--- src/rtl/cpu_defs.sv ---
// Shared pipeline constants: forwarding-select encodings, the "source unused"
// Tuse marker and the result latency of each instruction class.
package cpu_defs;

    localparam logic [1:0] FWD_RF = 2'b00;
    localparam logic [1:0] FWD_W  = 2'b01;
    localparam logic [1:0] FWD_M  = 2'b10;

    localparam logic [1:0] TUSE_NONE = 2'd3;

    typedef enum logic [1:0] {
        TNEW_NONE = 2'd0,
        TNEW_ALU  = 2'd1,
        TNEW_LOAD = 2'd2
    } tnew_e;

endpackage

--- src/rtl/hazard_ctrl_fwd_sel.sv ---
// Priority encoder choosing the forwarding source for one operand:
// the M producer (if its result is ready), else the W producer, else the RF.
module fwd_sel
    import cpu_defs::*;
#(
    parameter int REG_AW = 5,
    parameter int T_W    = 2
) (
    input  logic [REG_AW-1:0] src_i,
    input  logic [REG_AW-1:0] m_a3_i,
    input  logic [T_W-1:0]    m_tnew_i,
    input  logic [REG_AW-1:0] w_a3_i,
    output logic [1:0]        sel_o
);

    logic m_hit;
    logic w_hit;

    assign m_hit = (src_i != '0) && (src_i == m_a3_i);
    assign w_hit = (src_i != '0) && (src_i == w_a3_i);

    always_comb begin
        sel_o = FWD_RF;
        // An M match still in flight blocks W: W would be a stale, older value.
        if (m_hit) begin
            sel_o = (m_tnew_i == '0) ? FWD_M : FWD_RF;
        end else if (w_hit) begin
            sel_o = FWD_W;
        end
    end

endmodule

--- src/rtl/hazard_ctrl.sv ---
// Pipeline hazard controller: tracks E/M/W producer records and derives stall
// and forwarding selects. Optional counters enabled by HAZARD_STATS_EN.
module hazard_ctrl
    import cpu_defs::*;
#(
    parameter int REG_AW = 5,
    parameter int T_W    = 2
) (
    input  logic              clk,
    input  logic              reset,
    input  logic [REG_AW-1:0] rs_D,
    input  logic [REG_AW-1:0] rt_D,
    input  logic [T_W-1:0]    Tuse_rs_D,
    input  logic [T_W-1:0]    Tuse_rt_D,
    input  logic [REG_AW-1:0] A3_D,
    input  logic [T_W-1:0]    Tnew_D,
    output logic              stall,
    output logic [1:0]        MF_CMP1_Sel,
    output logic [1:0]        MF_CMP2_Sel,
    output logic [1:0]        MF_ALUA_Sel,
    output logic [1:0]        MF_ALUB_Sel,
    output logic              MF_DM_Sel
`ifdef HAZARD_STATS_EN
    ,
    output logic [31:0]       stall_cnt,
    output logic [31:0]       fwd_cnt
`endif
);

    logic [REG_AW-1:0] e_rs_q, e_rs_d;
    logic [REG_AW-1:0] e_rt_q, e_rt_d;
    logic [REG_AW-1:0] e_a3_q, e_a3_d;
    logic [T_W-1:0]    e_tnew_q, e_tnew_d;
    logic [REG_AW-1:0] m_rt_q, m_rt_d;
    logic [REG_AW-1:0] m_a3_q, m_a3_d;
    logic [T_W-1:0]    m_tnew_q, m_tnew_d;
    logic [REG_AW-1:0] w_a3_q, w_a3_d;
    logic [1:0]        dm_sel;

    function automatic logic hit(input logic [REG_AW-1:0] r, input logic [REG_AW-1:0] a3);
        return (r != '0) && (r == a3);
    endfunction

    function automatic logic need_stall(input logic [REG_AW-1:0] r, input logic [T_W-1:0] tuse,
                                        input logic [REG_AW-1:0] ea3, input logic [T_W-1:0] etn,
                                        input logic [REG_AW-1:0] ma3, input logic [T_W-1:0] mtn);
        if (tuse == TUSE_NONE) return 1'b0;
        return (hit(r, ea3) && (etn > tuse)) || (hit(r, ma3) && (mtn > tuse));
    endfunction

    assign stall = need_stall(rs_D, Tuse_rs_D, e_a3_q, e_tnew_q, m_a3_q, m_tnew_q)
                || need_stall(rt_D, Tuse_rt_D, e_a3_q, e_tnew_q, m_a3_q, m_tnew_q);

    always_comb begin
        e_rs_d   = rs_D;
        e_rt_d   = rt_D;
        e_a3_d   = A3_D;
        e_tnew_d = Tnew_D;
        // A stalled D instruction stays put, so E receives a bubble.
        if (stall) begin
            e_rs_d   = '0;
            e_rt_d   = '0;
            e_a3_d   = '0;
            e_tnew_d = '0;
        end
        m_rt_d   = e_rt_q;
        m_a3_d   = e_a3_q;
        m_tnew_d = (e_tnew_q != '0) ? e_tnew_q - T_W'(1) : '0;
        w_a3_d   = m_a3_q;
    end

    always_ff @(posedge clk) begin
        if (reset) begin
            e_rs_q   <= '0;
            e_rt_q   <= '0;
            e_a3_q   <= '0;
            e_tnew_q <= '0;
            m_rt_q   <= '0;
            m_a3_q   <= '0;
            m_tnew_q <= '0;
            w_a3_q   <= '0;
        end else begin
            e_rs_q   <= e_rs_d;
            e_rt_q   <= e_rt_d;
            e_a3_q   <= e_a3_d;
            e_tnew_q <= e_tnew_d;
            m_rt_q   <= m_rt_d;
            m_a3_q   <= m_a3_d;
            m_tnew_q <= m_tnew_d;
            w_a3_q   <= w_a3_d;
        end
    end

    fwd_sel #(.REG_AW(REG_AW), .T_W(T_W)) u_cmp1 (
        .src_i(rs_D), .m_a3_i(m_a3_q), .m_tnew_i(m_tnew_q), .w_a3_i(w_a3_q), .sel_o(MF_CMP1_Sel));
    fwd_sel #(.REG_AW(REG_AW), .T_W(T_W)) u_cmp2 (
        .src_i(rt_D), .m_a3_i(m_a3_q), .m_tnew_i(m_tnew_q), .w_a3_i(w_a3_q), .sel_o(MF_CMP2_Sel));
    fwd_sel #(.REG_AW(REG_AW), .T_W(T_W)) u_alua (
        .src_i(e_rs_q), .m_a3_i(m_a3_q), .m_tnew_i(m_tnew_q), .w_a3_i(w_a3_q), .sel_o(MF_ALUA_Sel));
    fwd_sel #(.REG_AW(REG_AW), .T_W(T_W)) u_alub (
        .src_i(e_rt_q), .m_a3_i(m_a3_q), .m_tnew_i(m_tnew_q), .w_a3_i(w_a3_q), .sel_o(MF_ALUB_Sel));

    // Store data in M can only be overtaken by the W producer.
    fwd_sel #(.REG_AW(REG_AW), .T_W(T_W)) u_dm (
        .src_i(m_rt_q), .m_a3_i('0), .m_tnew_i('0), .w_a3_i(w_a3_q), .sel_o(dm_sel));

    assign MF_DM_Sel = (dm_sel == FWD_W);

`ifdef HAZARD_STATS_EN
    logic [31:0] stall_cnt_q;
    logic [31:0] fwd_cnt_q;
    logic        any_fwd;

    assign any_fwd = (MF_CMP1_Sel != FWD_RF) || (MF_CMP2_Sel != FWD_RF)
                  || (MF_ALUA_Sel != FWD_RF) || (MF_ALUB_Sel != FWD_RF) || MF_DM_Sel;

    always_ff @(posedge clk) begin
        if (reset) begin
            stall_cnt_q <= '0;
            fwd_cnt_q   <= '0;
        end else begin
            if (stall)   stall_cnt_q <= stall_cnt_q + 32'd1;
            if (any_fwd) fwd_cnt_q   <= fwd_cnt_q + 32'd1;
        end
    end

    assign stall_cnt = stall_cnt_q;
    assign fwd_cnt   = fwd_cnt_q;
`endif

endmodule

--- config.mk ---
export PLATFORM = sky130hd
export DESIGN_NAME = hazard_ctrl
export DESIGN_NICKNAME = d
export VERILOG_FILES = /design/src/rtl/cpu_defs.sv /design/src/rtl/hazard_ctrl_fwd_sel.sv /design/src/rtl/hazard_ctrl.sv
export SDC_FILE = /design/constraint.sdc
export NUM_CORES = 1
export LEC_CHECK = 0
export CAP_MARGIN = 20
export CORE_MARGIN = 5
export CORE_UTILIZATION = 40
export CTS_CLUSTER_SIZE = 14
export DETAILED_ROUTE_END_ITERATION = 12
export PLACE_DENSITY_LB_ADDON = 0.2
export SLEW_MARGIN = 0
export SYNTH_ARGS = -nofsm -noshare
export SYNTH_HDL_FRONTEND = slang
export SYNTH_SLANG_ARGS = --single-unit
--- constraint.sdc ---
create_clock -name clk -period 3.1 [get_ports clk]
set_input_delay 0.775 -clock clk [delete_from_list [all_inputs] [get_ports clk]]
set_output_delay 0.775 -clock clk [all_outputs]
set_load 0.05 [all_outputs]
* Word level (Yosys, flattened, before mapping)
Cells that the tools add are included.
** Storage, ports and cells
- Flip-flop bits (word level) :: 34
- Input port bits :: 23
- Logic and storage cells :: 74
** Operators by class
- Add/sub/neg operators :: 1
- Magnitude comparators :: 4
- Eq/ne operators :: 14
- Muxes and demuxes :: 17
- Bitwise gates (word level) :: 1
- Reductions and logical operators :: 29
** Operators with widths (count)
- 5-bit equality test :: 11
- 5-bit nonzero test :: 5
- 1-bit logical AND :: 16
- 2-bit two-way mux :: 6
- 1-bit two-way mux :: 11
- 2-bit greater-than comparator :: 4
- 5-bit logical NOT :: 1
- 2-bit equality test, second input constant :: 2
- 2-bit OR reduction :: 2
- 1-bit logical OR :: 3
- 2-bit by 1-bit equality test with 1-bit output, second input constant :: 1
- 2-bit logical NOT :: 1
- 2-bit nonzero test :: 1
- 2-bit by 1-bit subtractor with 2-bit output, second input constant :: 1
- 1-bit inverter :: 1

* Logic depth before layout (Yosys ltp)
Gate-level depths: netlist of run 1.
- Word-level depth :: 7
- Mapped depth :: 7
- Mapped depth without buffers :: 6

* Modules after synthesis
From an unflattened synthesis of run 1, not the netlist that was laid out.
** Unflattened totals
- Cell total of the unflattened synthesis :: 221
- Area, all modules :: 2235.9 um^2
** By module, submodules not included
- hazard_ctrl :: times used 1, cells each 136, area each 1547.7 um^2, seq. area each 680.7 um^2
- fwd_sel :: times used 5, cells each 17, area each 137.6 um^2, seq. area each 0.0 um^2

* Least setup slack after synthesis of run 1
OpenSTA, ideal clock, no wires.
- Kind :: flip-flop to output port
- From :: register w_a3_q[0]
- To :: output MF_ALUB_Sel[0]
- Arrival time :: 3.228 ns
- Setup slack :: -0.903 ns
- Cell stages (with the launch flop) :: 5
- Cell sequence :: dfxtp_1 > clkbuf_1 > xnor2_1 > nand3_1 > a2111oi_0
** On the way
- Cells in the longest elaborated chain, start to end :: 4
** RTL lines
- from (decl) :: line hazard_ctrl.sv:37 : logic [REG_AW-1:0] w_a3_q, w_a3_d;
- from (signal assigned) :: line hazard_ctrl.sv:90 : w_a3_q <= w_a3_d;
- 5-bit equality test :: line hazard_ctrl_fwd_sel.sv:20 : assign w_hit = (src_i != '0) && (src_i == w_a3_i);
- 1-bit logical AND :: line hazard_ctrl_fwd_sel.sv:20
- 1-bit two-way mux :: line hazard_ctrl_fwd_sel.sv:27 : end else if (w_hit) begin
- 2-bit two-way mux :: line hazard_ctrl_fwd_sel.sv:25 : if (m_hit) begin
- to (decl) :: line hazard_ctrl.sv:21 : output logic [1:0] MF_ALUB_Sel,
Every way passes these cells.

* Worst setup path after layout of run 1
- From :: input rs_D[3]
- To :: output stall
** On the way
- Cells in the longest elaborated chain, start to end :: 6
- Elaborated cells between the ends (all ways) :: 10
- Classes of those cells :: 2 x eq/ne; 1 x mux; 7 x reduce/logical
** RTL lines
- from (decl) :: line hazard_ctrl.sv:11 : input logic [REG_AW-1:0] rs_D,
- 5-bit equality test or 5-bit nonzero test (tied branches) :: line hazard_ctrl.sv:41 : return (r != '0) && (r == a3);
- 1-bit logical AND :: line hazard_ctrl.sv:41
- 1-bit logical AND :: line hazard_ctrl.sv:48 : return (hit(r, ea3) && (etn > tuse)) || (hit(r, ma3) && (mtn > tuse));
- 1-bit logical OR * :: line hazard_ctrl.sv:48
- 1-bit two-way mux * :: line hazard_ctrl.sv:48
- 1-bit logical OR * :: line hazard_ctrl.sv:52 : || need_stall(rt_D, Tuse_rt_D, e_a3_q, e_tnew_q, m_a3_q, m_tnew_q);
- to (decl) :: line hazard_ctrl.sv:17 : output logic stall,
Mark *: on every way between the ends. The rest lies on a longest branch, timed or not.

==> results.py, run 1 <==
metrics = {
    "run_status": {
        "status": "finished with violations",
        "violations": "setup timing",
    },
    "final_layout": {
        "insertedDiodeCount": 0,
        "area_growth_pct": 41.2,
        "drive_above_1_share": 0.308,
        "fillers": 467,
        "ff_latch_area_um2": 681,
        "multi_input_area_um2": 1440,
        "nets": 320,
    },
    "synth": {
        "synthesis.area_um2": 2110,
        "ys_types": 30,
        "synth_area_leaders": "dfxtp_1 32%, xnor2_1 14%, xor2_1 8.3%",
        "synth.largest_area_cell": "dfxtp_1",
        "ys_warn_count": 0,
        "synth_nets": 263,
        "syn_avg_cell_area_um2": 9.12,
        "ys_ff_latch": 34,
        "synth_top_area_frac": 0.323,
        "synth-edff-count": 0,
        "synthArstFlopShare": 0,
        "synth_ff_type": "dfxtp_1",
        "yosysSeqAreaShare": 0.323,
        "postSynthCellCount": 231,
    },
    "sta": {
        "final-max-slew-violation-count": 0,
        "fin_crit_ps": 3180,
        "setup_violations": 2,
        "tns_ps": -79.2,
        "clock-skew-final_ps": 10.6,
        "tightest_slew_ps": 494,
        "fmax_mhz": 315,
        "timing.final.crit_share": 1.03,
        "report.final.hold_viol_count": 0,
        "slew_headroom": 0.670,
        "fin_ws_ps": -78.8,
        "grt_setup_unrepaired": "yes",
    },
    "clocking": {
        "path_clk_slew_ps": 80,
        "cts_tree": "yes",
        "cts_buffers": 5,
        "clockRootBuffer": "clkbuf_8",
        "insertion_delay_ps": 290,
        "clockBufferDepth": 2,
        "htreeDepth": 2,
        "cts_sinks": 34,
        "cts_hold_buf": 0,
    },
    "route": {
        "first_iter_violations": 113,
        "routed_wl_mm": 6.04,
        "drc": 0,
        "wl_per_cell_um": 16.8,
        "vias": 1910,
        "dr.pass1.iters": 4,
        "ant_nets": 0,
        "vias_per_cell": 5.32,
    },
    "placed_design": {
        "pre_cts_ws_ps": -483,
        "place_congestion": 0.865,
        "dpl.hpwl_mm": 4.36,
        "port_buffers": 32,
    },
    "worst_hold_path": {
        "hold_path_class": "reg -> reg",
    },
    "grt": {
        "antenna_found_initial": 0,
        "grt_use_total": 0.186,
        "grt_max_degree": 18,
        "gr-total-overflow": 0,
        "grt_pass1_wl_mm": 9.38,
        "grt_pass1_vias": 1893,
    },
    "setup_path": {
        "critical_path_class": "in -> out",
        "setup.worst_path.start_class": "input port",
        "crit_fanout": 2,
        "critical_path_arrival_ps": 2400,
        "worst_ep_required_time_ps": 2320,
        "cp-end-kind": "output pin",
    },
    "floorplan": {
        "start_util": 0.412,
        "ios": 33,
        "chipHeight_um": 82.6,
        "fp.dieArea_um2": 6820,
        "core_um2": 5110,
        "rows": 26,
        "die_x_um": 82.6,
    },
    "run": {
        "maxCapViolations": 0,
    },
    "power_and_ir_drop": {
        "p_leak_nw": 1.18,
        "peakVddDrop_mv": 0.272,
        "p_total_mw": 1.28,
        "power.density_nw_per_um2": 431,
    },
}
## registers in the layout, summed over array words and instances, names as in the netlist
name	count
e_a3_q	5
w_a3_q	5
m_rt_q	5
m_tnew_q	2
e_rt_q	5
e_tnew_q	2
e_rs_q	5
m_a3_q	5
## per-stage QoR
step	hold slack, ps	cells	utilization	instance area (um2)
after floorplan	400	231	-	2160
after global placement	439	338	0.524	2680
after detailed placement	438	338	0.524	2680
after CTS	451	355	0.568	2900
after global routing	507	359	0.582	2970
final	474	359	0.582	2970
## worst paths after layout
| kind | end | cells past startpoint | startpoint | slack [ps] |
|---|---|---|---|---|
| hold reg to reg | m_tnew_q[0]$_SDFF_PP0_ | 1 | e_tnew_q[0]$_SDFF_PP0_ | 470 |
| setup / recovery | stall | 6 | rs_D[3] | -80 |
| setup reg to reg | e_rs_q[4]$_SDFF_PP0_ | 14 | m_tnew_q[1]$_SDFF_PP0_ | 320 |
| hold / removal | m_tnew_q[0]$_SDFF_PP0_ | 1 | e_tnew_q[0]$_SDFF_PP0_ | 470 |
## layout make-up
| class | instances | area share |
|---|---|---|
| Clock buffer | 5 | 0.0231 |
| Timing Repair Buffer | 70 | 0.203 |
| Multi-Input combinational cell | 171 | 0.484 |
| Inverter | 6 | 0.00842 |
| Clock inverter | 3 | 0.0231 |
| Tap cell | 70 | 0.0295 |
| Sequential cell | 34 | 0.229 |
## cells by family (layout without fill, tap and decap cells)
group                    after synthesis  after routing  synth area share
flip-flops                            34             34             0.323
buffers and inverters                 26             84            0.0499
AO/OA/AOI/OAI                         30             30             0.119
adder cells (fa/ha/maj)                9              9            0.0535
XOR/XNOR                              54             54             0.225
AND/OR/NAND/NOR                       78             78             0.230
## cell usage in the layout (no fill, tap or decap), types with 3 or more instances in the layout
master and n:
nor3_1 6, xnor2_1 34, buf_6 7, clkbuf_8 5, xor2_1 20, clkdlybuf4s50_1 10
nor4_1 18, nand4_1 3, or4_4 4, nor2b_1 19, clkbuf_2 3, dfxtp_1 34
buf_4 40, or4_1 3, nand3_1 4, o211ai_1 3, nor2_1 6, inv_1 4
buf_2 3, o311ai_0 15, a22oi_1 4, ha_1 7
## synth_stat cells (4+ instances only)
library cell / count
nor2_1: 9
inv_1: 6
nand3_1: 4
xor2_1: 20
a22oi_1: 4
or4_1: 6
clkbuf_1: 15
xnor2_1: 34
dfxtp_1: 34
o311ai_0: 15
nor3_1: 6
ha_1: 9
nor2b_1: 19
nor4_1: 22
## routing by layer
metal  global-route usage  routed length (um)
met3               0.0445                 310
met5                    0                   0
met1                0.227                2560
met2                0.322                3060
met4               0.0605                 103
## timing repair
action	in CTS	in global routing
buffers inserted	9	4
pin swaps	15	14
resized for setup	49	20
setup endpoints to repair	5	15
## critical path: stages
cell and delay [ps]:
buf_6 90, or4_4 560, o211ai_4 240, nor3_4 60
or4_4 500, buf_8 170
## power breakdown
part	total [mW]	leakage (nW)	internal [mW]	switching, mW
clock network	0.495	0.0683	0.322	0.173
logic	0.293	0.834	0.145	0.149
registers	0.493	0.281	0.460	0.0328
total	1.28	1.18	0.927	0.354
(Power assumes the default switching activity.)
==> run 2, diff against run 1 <==
--- a/config.mk
+++ b/config.mk
@@ -6,7 +6,10 @@
 export NUM_CORES = 1
 export LEC_CHECK = 0
 export CAP_MARGIN = 20
-export CORE_MARGIN = 5
+export CELL_PAD_IN_SITES_DETAIL_PLACEMENT = 1
+export CELL_PAD_IN_SITES_GLOBAL_PLACEMENT = 1
+export CORE_ASPECT_RATIO = 0.5
+export CORE_MARGIN = 4
 export CORE_UTILIZATION = 40
 export CTS_CLUSTER_SIZE = 14
 export DETAILED_ROUTE_END_ITERATION = 12
==> run 2 against run 1 <==
  * The run still ends with setup timing left
  * Sequential power about the same
  * Clock power increased by 4.8%
  * Maximum frequency decreased by 1.0%
  * Non-clock buffer count increased by 1
  * Via count increased by 7.0%
  * Power increased by 4.3%
  * Combinational power increased by 11%
  * Critical path type unchanged
  * Highest routed layer unchanged
==> results.py, run 2 (synthesized netlist as in run 1, its figures left out) <==
metrics = {
    "final_layout": {
        "insertedDiodeCount": 0,
        "fin_area_um2": 3020,
        "area_growth_pct": 43.4,
        "mostFrequentLayoutCell": "buf_4",
        "drive_above_1_share": 0.328,
        "nets": 321,
        "fin_util": 0.604,
        "layout_common_cells": "41 x buf_4, 34 x dfxtp_1, 32 x xnor2_1, 20 x xor2_1",
    },
    "sta": {
        "clock-skew-final_ps": 5.50,
        "grt_setup_unrepaired": "yes",
        "slew_headroom": 0.662,
        "fin_crit_ps": 3210,
        "timing.final.crit_share": 1.04,
        "fin_ws_ps": -112,
        "report.final.hold_viol_count": 0,
        "tightest_slew_ps": 506,
        "final-max-slew-violation-count": 0,
        "setup_violations": 3,
        "fmax_mhz": 311,
    },
    "route": {
        "drc": 0,
        "ant_nets": 0,
        "vias": 2043,
        "dr.pass1.iters": 4,
        "wl_per_cell_um": 21.4,
        "vias_per_cell": 5.68,
        "first_iter_violations": 101,
        "routed_wl_mm": 7.72,
    },
    "clocking": {
        "clockBufferDepth": 2,
        "cts_hold_buf": 0,
        "cts_sinks": 34,
        "insertion_delay_ps": 300,
        "htreeDepth": 2,
        "cts_tree": "yes",
        "cts_buffers": 5,
        "path_clk_slew_ps": 70,
        "clockRootBuffer": "clkbuf_8",
    },
    "setup_path": {
        "critical_path_class": "in -> out",
        "crit_fanout": 2,
        "cp-end-kind": "output pin",
        "worstReg2RegStart": "e_tnew_q[1]$_SDFF_PP0_",
        "cp-startpoint": "rt_D[1]",
        "worst_ep_required_time_ps": 2320,
        "setup.worst_path.start_class": "input port",
        "critical_path_arrival_ps": 2440,
    },
    "worst_hold_path": {
        "worstHoldStart": "e_tnew_q[0]$_SDFF_PP0_",
        "hold_path_class": "reg -> reg",
    },
    "power_and_ir_drop": {
        "p_leak_nw": 1.23,
        "peakVddDrop_mv": 0.280,
        "power.density_nw_per_um2": 443,
        "p_total_mw": 1.34,
    },
    "run": {
        "maxCapViolations": 0,
    },
    "run_status": {
        "status": "finished with violations",
        "violations": "setup timing",
    },
    "placed_design": {
        "dpl.hpwl_mm": 5.27,
        "placed_area_um2": 2730,
        "place_congestion": 0.878,
        "port_buffers": 32,
        "pre_cts_ws_ps": -489,
    },
    "floorplan": {
        "chipHeight_um": 59.3,
        "core_um2": 5000,
        "fp.dieArea_um2": 6560,
        "start_util": 0.421,
        "rows": 18,
        "die_x_um": 111,
        "ios": 33,
    },
    "grt": {
        "grt_use_total": 0.244,
        "grt_max_degree": 18,
        "gr-total-overflow": 0,
        "grt_pass1_wl_mm": 12.1,
        "grt_pass1_vias": 2252,
        "antenna_found_initial": 0,
    },
}
## run 2: changes by cell type in the layout (fill, tap and decap cells not counted), sizes merged
cell	before	now
clkbuf	8	9
dlygate4sd2	2	1
dlymetal6s2s	0	3
clkinv	1	0
clkdlybuf4s15	2	3
clkdlybuf4s50	10	8
## run 2: path summary, 6_finish.rpt
path	endpoint	slack (ps)	depth (start not counted)
setup / recovery	stall	-110	6
hold / removal	m_tnew_q[0]$_SDFF_PP0_	450	1
setup reg to reg	e_a3_q[3]$_SDFF_PP0_	850	8
hold reg to reg	m_tnew_q[0]$_SDFF_PP0_	450	1
## run 2: metrics by stage
step                hold WS [ps]  TNS, ps  std cells
floorplan                    400     -239        231
global placement             434    -1230        344
detailed placement           450    -1460        344
CTS                          450     -159        357
global route                 481     -309        360
finish                       453     -186        360
## run 2: cell type report
type                    count  area [um2]
clock inverters             2        60.1
fillers                   567        1980
inverters                   6        22.5
repair buffers             71         604
flip-flops and latches     34         681
multi-input cells         171        1480
well taps                  70        87.6
clock buffers               6        82.6
## run 2: power by group
group | internal, mW | total, mW | switching [mW]
combinational | 0.155 | 0.324 | 0.169
sequential | 0.460 | 0.494 | 0.0342
clock | 0.343 | 0.519 | 0.176
total | 0.958 | 1.34 | 0.379
## run 2: critical path, cell delays in order
cell	delay (ps)
clkbuf_2	90
or4_4	570
o211ai_4	200
nor3_2	70
or4_4	550
buf_8	170
## run 2: what timing repair did
| action | in CTS | in global routing |
|---|---|---|
| setup buffers | 5 | 3 |
| gates resized for setup | 57 | 17 |
| pin swaps | 19 | 9 |
| hold endpoints to repair | 0 | 0 |
| endpoints found under the setup margin | 5 | 7 |
## run 2: metal layers
metal / share of wire / track usage / vias to the layer above
li1: - / - / 957
met1: 0.43 / 0.287 / 992
met2: 0.48 / 0.426 / 69
met3: 0.064 / 0.0703 / 25
met4: 0.031 / 0.111 / 0
met5: 0 / 0 / -
